File: src/rtl/button_inst_decoder.sv
//----------------------------------------------------------------------------
// button_inst_decoder: synchronises, debounces and edge-detects the board
// pushbuttons, auto-repeats directions and issues one instruction per cycle.
// Revision: 1.0
//----------------------------------------------------------------------------
`default_nettype none

module button_inst_decoder #(
  parameter int DEBOUNCE_CYCLES = 1000000,
  parameter int REPEAT_DELAY    = 50000000,
  parameter int REPEAT_PERIOD   = 20000000,
  parameter int CNT_W           = 26
) (
  input  logic       clk,
  input  logic       rst,
  input  logic       btn_pause,
  input  logic       btn_up,
  input  logic       btn_down,
  input  logic       btn_left,
  input  logic       btn_right,
  input  logic       move_lock,
  output logic       clk_en_d,
  output logic       inst_pause,
  output logic       inst_move,
  output logic [1:0] inst_dir
);

  localparam logic [CNT_W-1:0] c_db_max    = CNT_W'(DEBOUNCE_CYCLES);
  localparam logic [CNT_W-1:0] c_rep_delay = CNT_W'(REPEAT_DELAY);
  localparam logic [CNT_W-1:0] c_rep_per   = CNT_W'(REPEAT_PERIOD);

  // Bit order everywhere: 0 pause, 1 up, 2 down, 3 left, 4 right
  logic [4:0] w_raw;
  logic [4:0] r_sync1;
  logic [4:0] r_sync2;
  logic [4:0] r_deb;
  logic [4:0] r_deb_q;
  logic [4:0] w_press;
  logic [4:0] w_fire;
  logic [4:0] w_evt;
  logic [4:0] w_cand;

  logic       w_pause;
  logic       w_move;
  logic [1:0] w_dir;

  assign w_raw = {btn_right, btn_left, btn_down, btn_up, btn_pause};

  always_ff @(posedge clk) begin
    if (rst) begin
      r_sync1 <= '0;
      r_sync2 <= '0;
      r_deb_q <= '0;
    end else begin
      r_sync1 <= w_raw;
      r_sync2 <= r_sync1;
      r_deb_q <= r_deb;
    end
  end

  genvar gi;
  generate
    for (gi = 0; gi < 5; gi++) begin : g_btn
      logic [CNT_W-1:0] r_db_cnt;

      // Level flips only after the counter has sat at the limit with the
      // inputs still disagreeing, which yields the DEBOUNCE_CYCLES+3 latency.
      always_ff @(posedge clk) begin
        if (rst) begin
          r_db_cnt  <= '0;
          r_deb[gi] <= 1'b0;
        end else if (r_sync2[gi] == r_deb[gi]) begin
          r_db_cnt <= '0;
        end else if (r_db_cnt == c_db_max) begin
          r_db_cnt  <= '0;
          r_deb[gi] <= r_sync2[gi];
        end else begin
          r_db_cnt <= r_db_cnt + 1'b1;
        end
      end

      assign w_press[gi] = r_deb[gi] & ~r_deb_q[gi];

      if (gi == 0) begin : g_norep
        assign w_fire[gi] = 1'b0;
      end else begin : g_rep
        logic [CNT_W-1:0] r_rep_cnt;
        logic             r_rep_first;
        logic [CNT_W-1:0] w_target;

        assign w_target   = r_rep_first ? c_rep_delay : c_rep_per;
        assign w_fire[gi] = r_deb[gi] & r_deb_q[gi] & (r_rep_cnt == w_target);

        always_ff @(posedge clk) begin
          if (rst || !r_deb[gi]) begin
            r_rep_cnt   <= '0;
            r_rep_first <= 1'b1;
          end else if (w_press[gi]) begin
            r_rep_cnt   <= CNT_W'(1);
            r_rep_first <= 1'b1;
          end else if (w_fire[gi]) begin
            r_rep_cnt   <= CNT_W'(1);
            r_rep_first <= 1'b0;
          end else begin
            r_rep_cnt <= r_rep_cnt + 1'b1;
          end
        end
      end
    end
  endgenerate

  assign w_evt  = w_press | w_fire;
  assign w_cand = w_evt & {{4{~move_lock}}, 1'b1};

  always_comb begin
    w_pause = 1'b0;
    w_move  = 1'b0;
    w_dir   = 2'b00;
    if (w_cand[0]) begin
      w_pause = 1'b1;
    end else if (w_cand[1]) begin
      w_move = 1'b1;
      w_dir  = 2'b00;
    end else if (w_cand[2]) begin
      w_move = 1'b1;
      w_dir  = 2'b01;
    end else if (w_cand[3]) begin
      w_move = 1'b1;
      w_dir  = 2'b10;
    end else if (w_cand[4]) begin
      w_move = 1'b1;
      w_dir  = 2'b11;
    end
  end

  always_ff @(posedge clk) begin
    if (rst) begin
      clk_en_d   <= 1'b0;
      inst_pause <= 1'b0;
      inst_move  <= 1'b0;
      inst_dir   <= 2'b00;
    end else begin
      clk_en_d   <= w_pause | w_move;
      inst_pause <= w_pause;
      inst_move  <= w_move;
      inst_dir   <= w_dir;
    end
  end

endmodule

`default_nettype wire

File: config.mk
export PLATFORM = sky130hd
export DESIGN_NAME = button_inst_decoder
export DESIGN_NICKNAME = d
export VERILOG_FILES = /design/src/rtl/button_inst_decoder.sv
export SDC_FILE = /design/constraint.sdc
export NUM_CORES = 1
export LEC_CHECK = 0
export CAP_MARGIN = 40
export CORE_MARGIN = 10
export CORE_UTILIZATION = 47
export CTS_CLUSTER_DIAMETER = 40
export DETAILED_ROUTE_END_ITERATION = 10
export GPL_TIMING_DRIVEN = 0
export PLACE_DENSITY = 0.62
export SKIP_CTS_REPAIR_TIMING = 1
export SYNTH_ARGS = -nofsm -noshare
export SYNTH_HDL_FRONTEND = slang
export SYNTH_SLANG_ARGS = --single-unit
File: constraint.sdc
create_clock -name clk -period 5.17 [get_ports clk]
set_clock_uncertainty 0.1 [all_clocks]
set_input_delay 1.034 -clock clk [delete_from_list [all_inputs] [get_ports clk]]
set_output_delay 1.034 -clock clk [all_outputs]
set_load 0.02 [all_outputs]
==> out/qor.yml <==
worst_setup_path:
  crit_required_ns: 5.45
  cp-start-kind: "input pin"
  crit_start: "rst"
  cp_max_fo: 10
  worst-path-buf-inv: 4
  crit_arrival_ns: 3.38
  reg2reg_from: "g_btn[0].r_db_cnt[13]"
  path_common_cell: "clkbuf_1"
  critPathSlowestCell: "clkdlybuf4s50_1"
  cp-end-kind: "flop"
  crit_path_cell_trace: "clkdlybuf4s50_1, clkbuf_1, or3_1, clkbuf_1, clkbuf_1, nor2_1"
  slowest_delay_ns: 0.80
  critPathTopFamily: "buffers and inverters"
  path_class: "in -> reg"
floorplanning:
  rows: 58
  fp.coreArea_mm2: 0.0250
  io_pins: 13
  die_w_um: 179
  die_area_mm2: 0.0320
  start_util: 0.474
  fp.dieH_um: 179
pwr:
  switching_share: 0.220
  clkPwrFrac: 0.562
  seqPwrFrac: 0.432
  p_int_mw: 3.68
  p_switching_mw: 1.04
  worst_ir_drop_vdd_mv: 0.235
  p_comb_frac: 0.006
  powerDensity_mw_per_mm2: 343
  p_leak_nw: 4.35
yosys:
  netlist_area_mm2: 0.0119
  synth_warnings: 0
  async_flop_share: 0
  syn_area_per_cell_um2: 8.52
  synth_seq_area_share: 0.443
  ys_types: 60
  synthCells: 1394
  synth_seq_cells: 263
  synth-edff-count: 0
  syn_nets: 1420
  synthFlopType: "dfxtp_1"
sta:
  post-route-min-period_ns: 3.10
  worst_pin_slew_ns: 0.732
  max_freq_mhz: 322
  slew_headroom: 0.508
  whs_ns: 0.341
  hold_viol_final: 0
  grt_setup_unrepaired: "false"
  timing.setup.tns_ns: 0
  setup_violations: 0
  drv_slew: 0
  finalCritPeriodShare: 0.600
cts:
  cts-root-buf: "clkbuf_16"
  worstSkewPairLatency_ns: 0.52
  cts_sinks: 263
  htreeDepth: 2
  cts_made_buffers: 41
  cts_buffer_depth: 3
  clkSlewWorstSetupHoldPaths_ns: 0.05
  cts_tree: "built"
layout:
  drive_gt1_frac: 0.0676
  fin_cells: 1810
  antenna_cells: 0
  nNetsFinal: 1476
  fillCellCount: 2347
  area_growth_pct: 15.9
  final_core_util: 0.550
detailed_routing:
  dr.pass1.iters: 5
  vias_per_cell: 5.03
  ant_nets: 0
  via_count: 9098
  drt-wirelength-per-cell_um: 12.5
  drc: 0
  drt_iter0_drc: 428
  drt_wl_total_um: 22600
grt:
  grt_max_degree: 13
  grt_first_pass_wirelength_um: 39300
  grt_overflow_total: 0
  grt_pass1_vias: 8508
  grt_use_total: 0.143
  antenna_found_initial: 0
placed_design:
  gp_congestion: 0.823
  portBuffers: 12
  place_hpwl_um: 15700
  placed_cells: 1737
min_path:
  worstHoldPathType: "reg -> reg"
  hold_start: "r_sync1[4]"
flow_run:
  cap_violations: 0
run_status:
  status: "finished clean"
## path summary, 6_finish.rpt
check | end | slack, ns | cells past startpoint
min | r_sync2[4] | 0.34 | 1
max | g_btn[2].r_db_cnt[13] | 2.07 | 6
max reg2reg | g_btn[0].r_db_cnt[19] | 2.60 | 7
min reg2reg | r_sync2[4] | 0.34 | 1
## synthesized netlist by cell type (all sizes together) (7+ instances only)
cell type | n | area, um^2
xnor2 | 99 | 867
nand2b | 7 | 43.8
or3 | 12 | 75.1
clkbuf | 26 | 98.8
xor2 | 118 | 1030
and3 | 31 | 199
and4 | 19 | 166
nand3 | 99 | 495
ha | 18 | 225
o21ai | 8 | 40.0
buf | 14 | 90.1
nand2 | 92 | 345
nor2 | 314 | 1180
nor4 | 21 | 138
inv | 51 | 191
nor3 | 28 | 140
nand4 | 50 | 313
nor4b | 23 | 201
dfxtp | 263 | 5270
and2 | 12 | 75.1
nor2b | 22 | 138
a21oi | 8 | 40.0
## through the flow
| stage | power (mW) | area, um^2 | setup WS (ns) |
|---|---|---|---|
| after floorplan | 2.09 | 11900 | 2.95 |
| after global placement | 2.11 | 12400 | 1.49 |
| after detailed placement | 2.11 | 12400 | 1.51 |
| after CTS | 4.79 | 13800 | 2.04 |
| after global routing | 4.88 | 13800 | 1.84 |
| final | 4.71 | 13800 | 2.07 |
## state kept, by name, indices dropped and copies added, names as in the netlist
name	count
clk_en_d	1
g_btn.g_rep.r_rep_cnt	104
g_btn.g_rep.r_rep_first	4
g_btn.r_db_cnt	130
inst_dir	2
inst_move	1
inst_pause	1
r_deb	5
r_deb_q	5
r_sync1	5
r_sync2	5
## cells in the final DEF (no fill, tap or decap), types with 8 or more instances in the layout
cell type,count
nor2_1,314
dfxtp_1,263
xor2_1,118
nand3_1,99
xnor2_1,99
nand2_1,92
inv_1,51
nand4_1,50
clkbuf_16,41
and3_1,30
nor3_1,28
clkbuf_1,28
nor4b_1,23
nor2b_1,22
nor4_1,20
and4_1,19
ha_1,18
and2_1,12
or3_1,12
clkdlybuf4s50_1,12
buf_2,9
clkinv_4,9
a21oi_1,8
## worst register-to-register path, delay by kind of cell (launching register included)
| family | cells | cell delay [ns] |
|---|---|---|
| simple gates | 5 | 1.32 |
| buf+inv | 2 | 0.69 |
| flops | 1 | 0.33 |
## routing by layer
| layer | vias to the layer above | track usage | routed length [um] |
|---|---|---|---|
| li1 | 4800 | - | - |
| met1 | 4164 | 0.192 | 11300 |
| met2 | 92 | 0.224 | 9980 |
| met3 | 42 | 0.0286 | 802 |
| met4 | 0 | 0.0499 | 478 |
| met5 | - | 0 | 0 |
## kinds of logic after synthesis
kind of cell | Yosys count | share of synthesized area
buf+inv | 91 | 0.0320
simple gates | 755 | 0.314
mux | 5 | 0.00421
fa+ha+maj | 18 | 0.0190
xor+xnor | 217 | 0.160
flops | 263 | 0.443
compound gates | 45 | 0.0276
## final cells by class
type	count	area, um^2	share of cell area
Multi-Input combinational cell	1040	6230	0.453
Sequential cell	263	5270	0.383
Clock buffer	47	1080	0.0784
Tap cell	330	413	0.0300
Clock inverter	26	264	0.0192
Inverter	51	191	0.0139
Buffer	40	189	0.0137
Timing Repair Buffer	13	131	0.00955
## power groups by stage
stage	Combinational, mW	Clock, mW	Sequential (mW)
floorplan	0.0164	0	2.08
global placement	0.0304	0	2.08
detailed placement	0.0303	0	2.08
CTS	0.0306	2.72	2.04
global route	0.0338	2.81	2.03
finish	0.0298	2.65	2.04
Note: power is estimated with default switching activity, not from simulation.
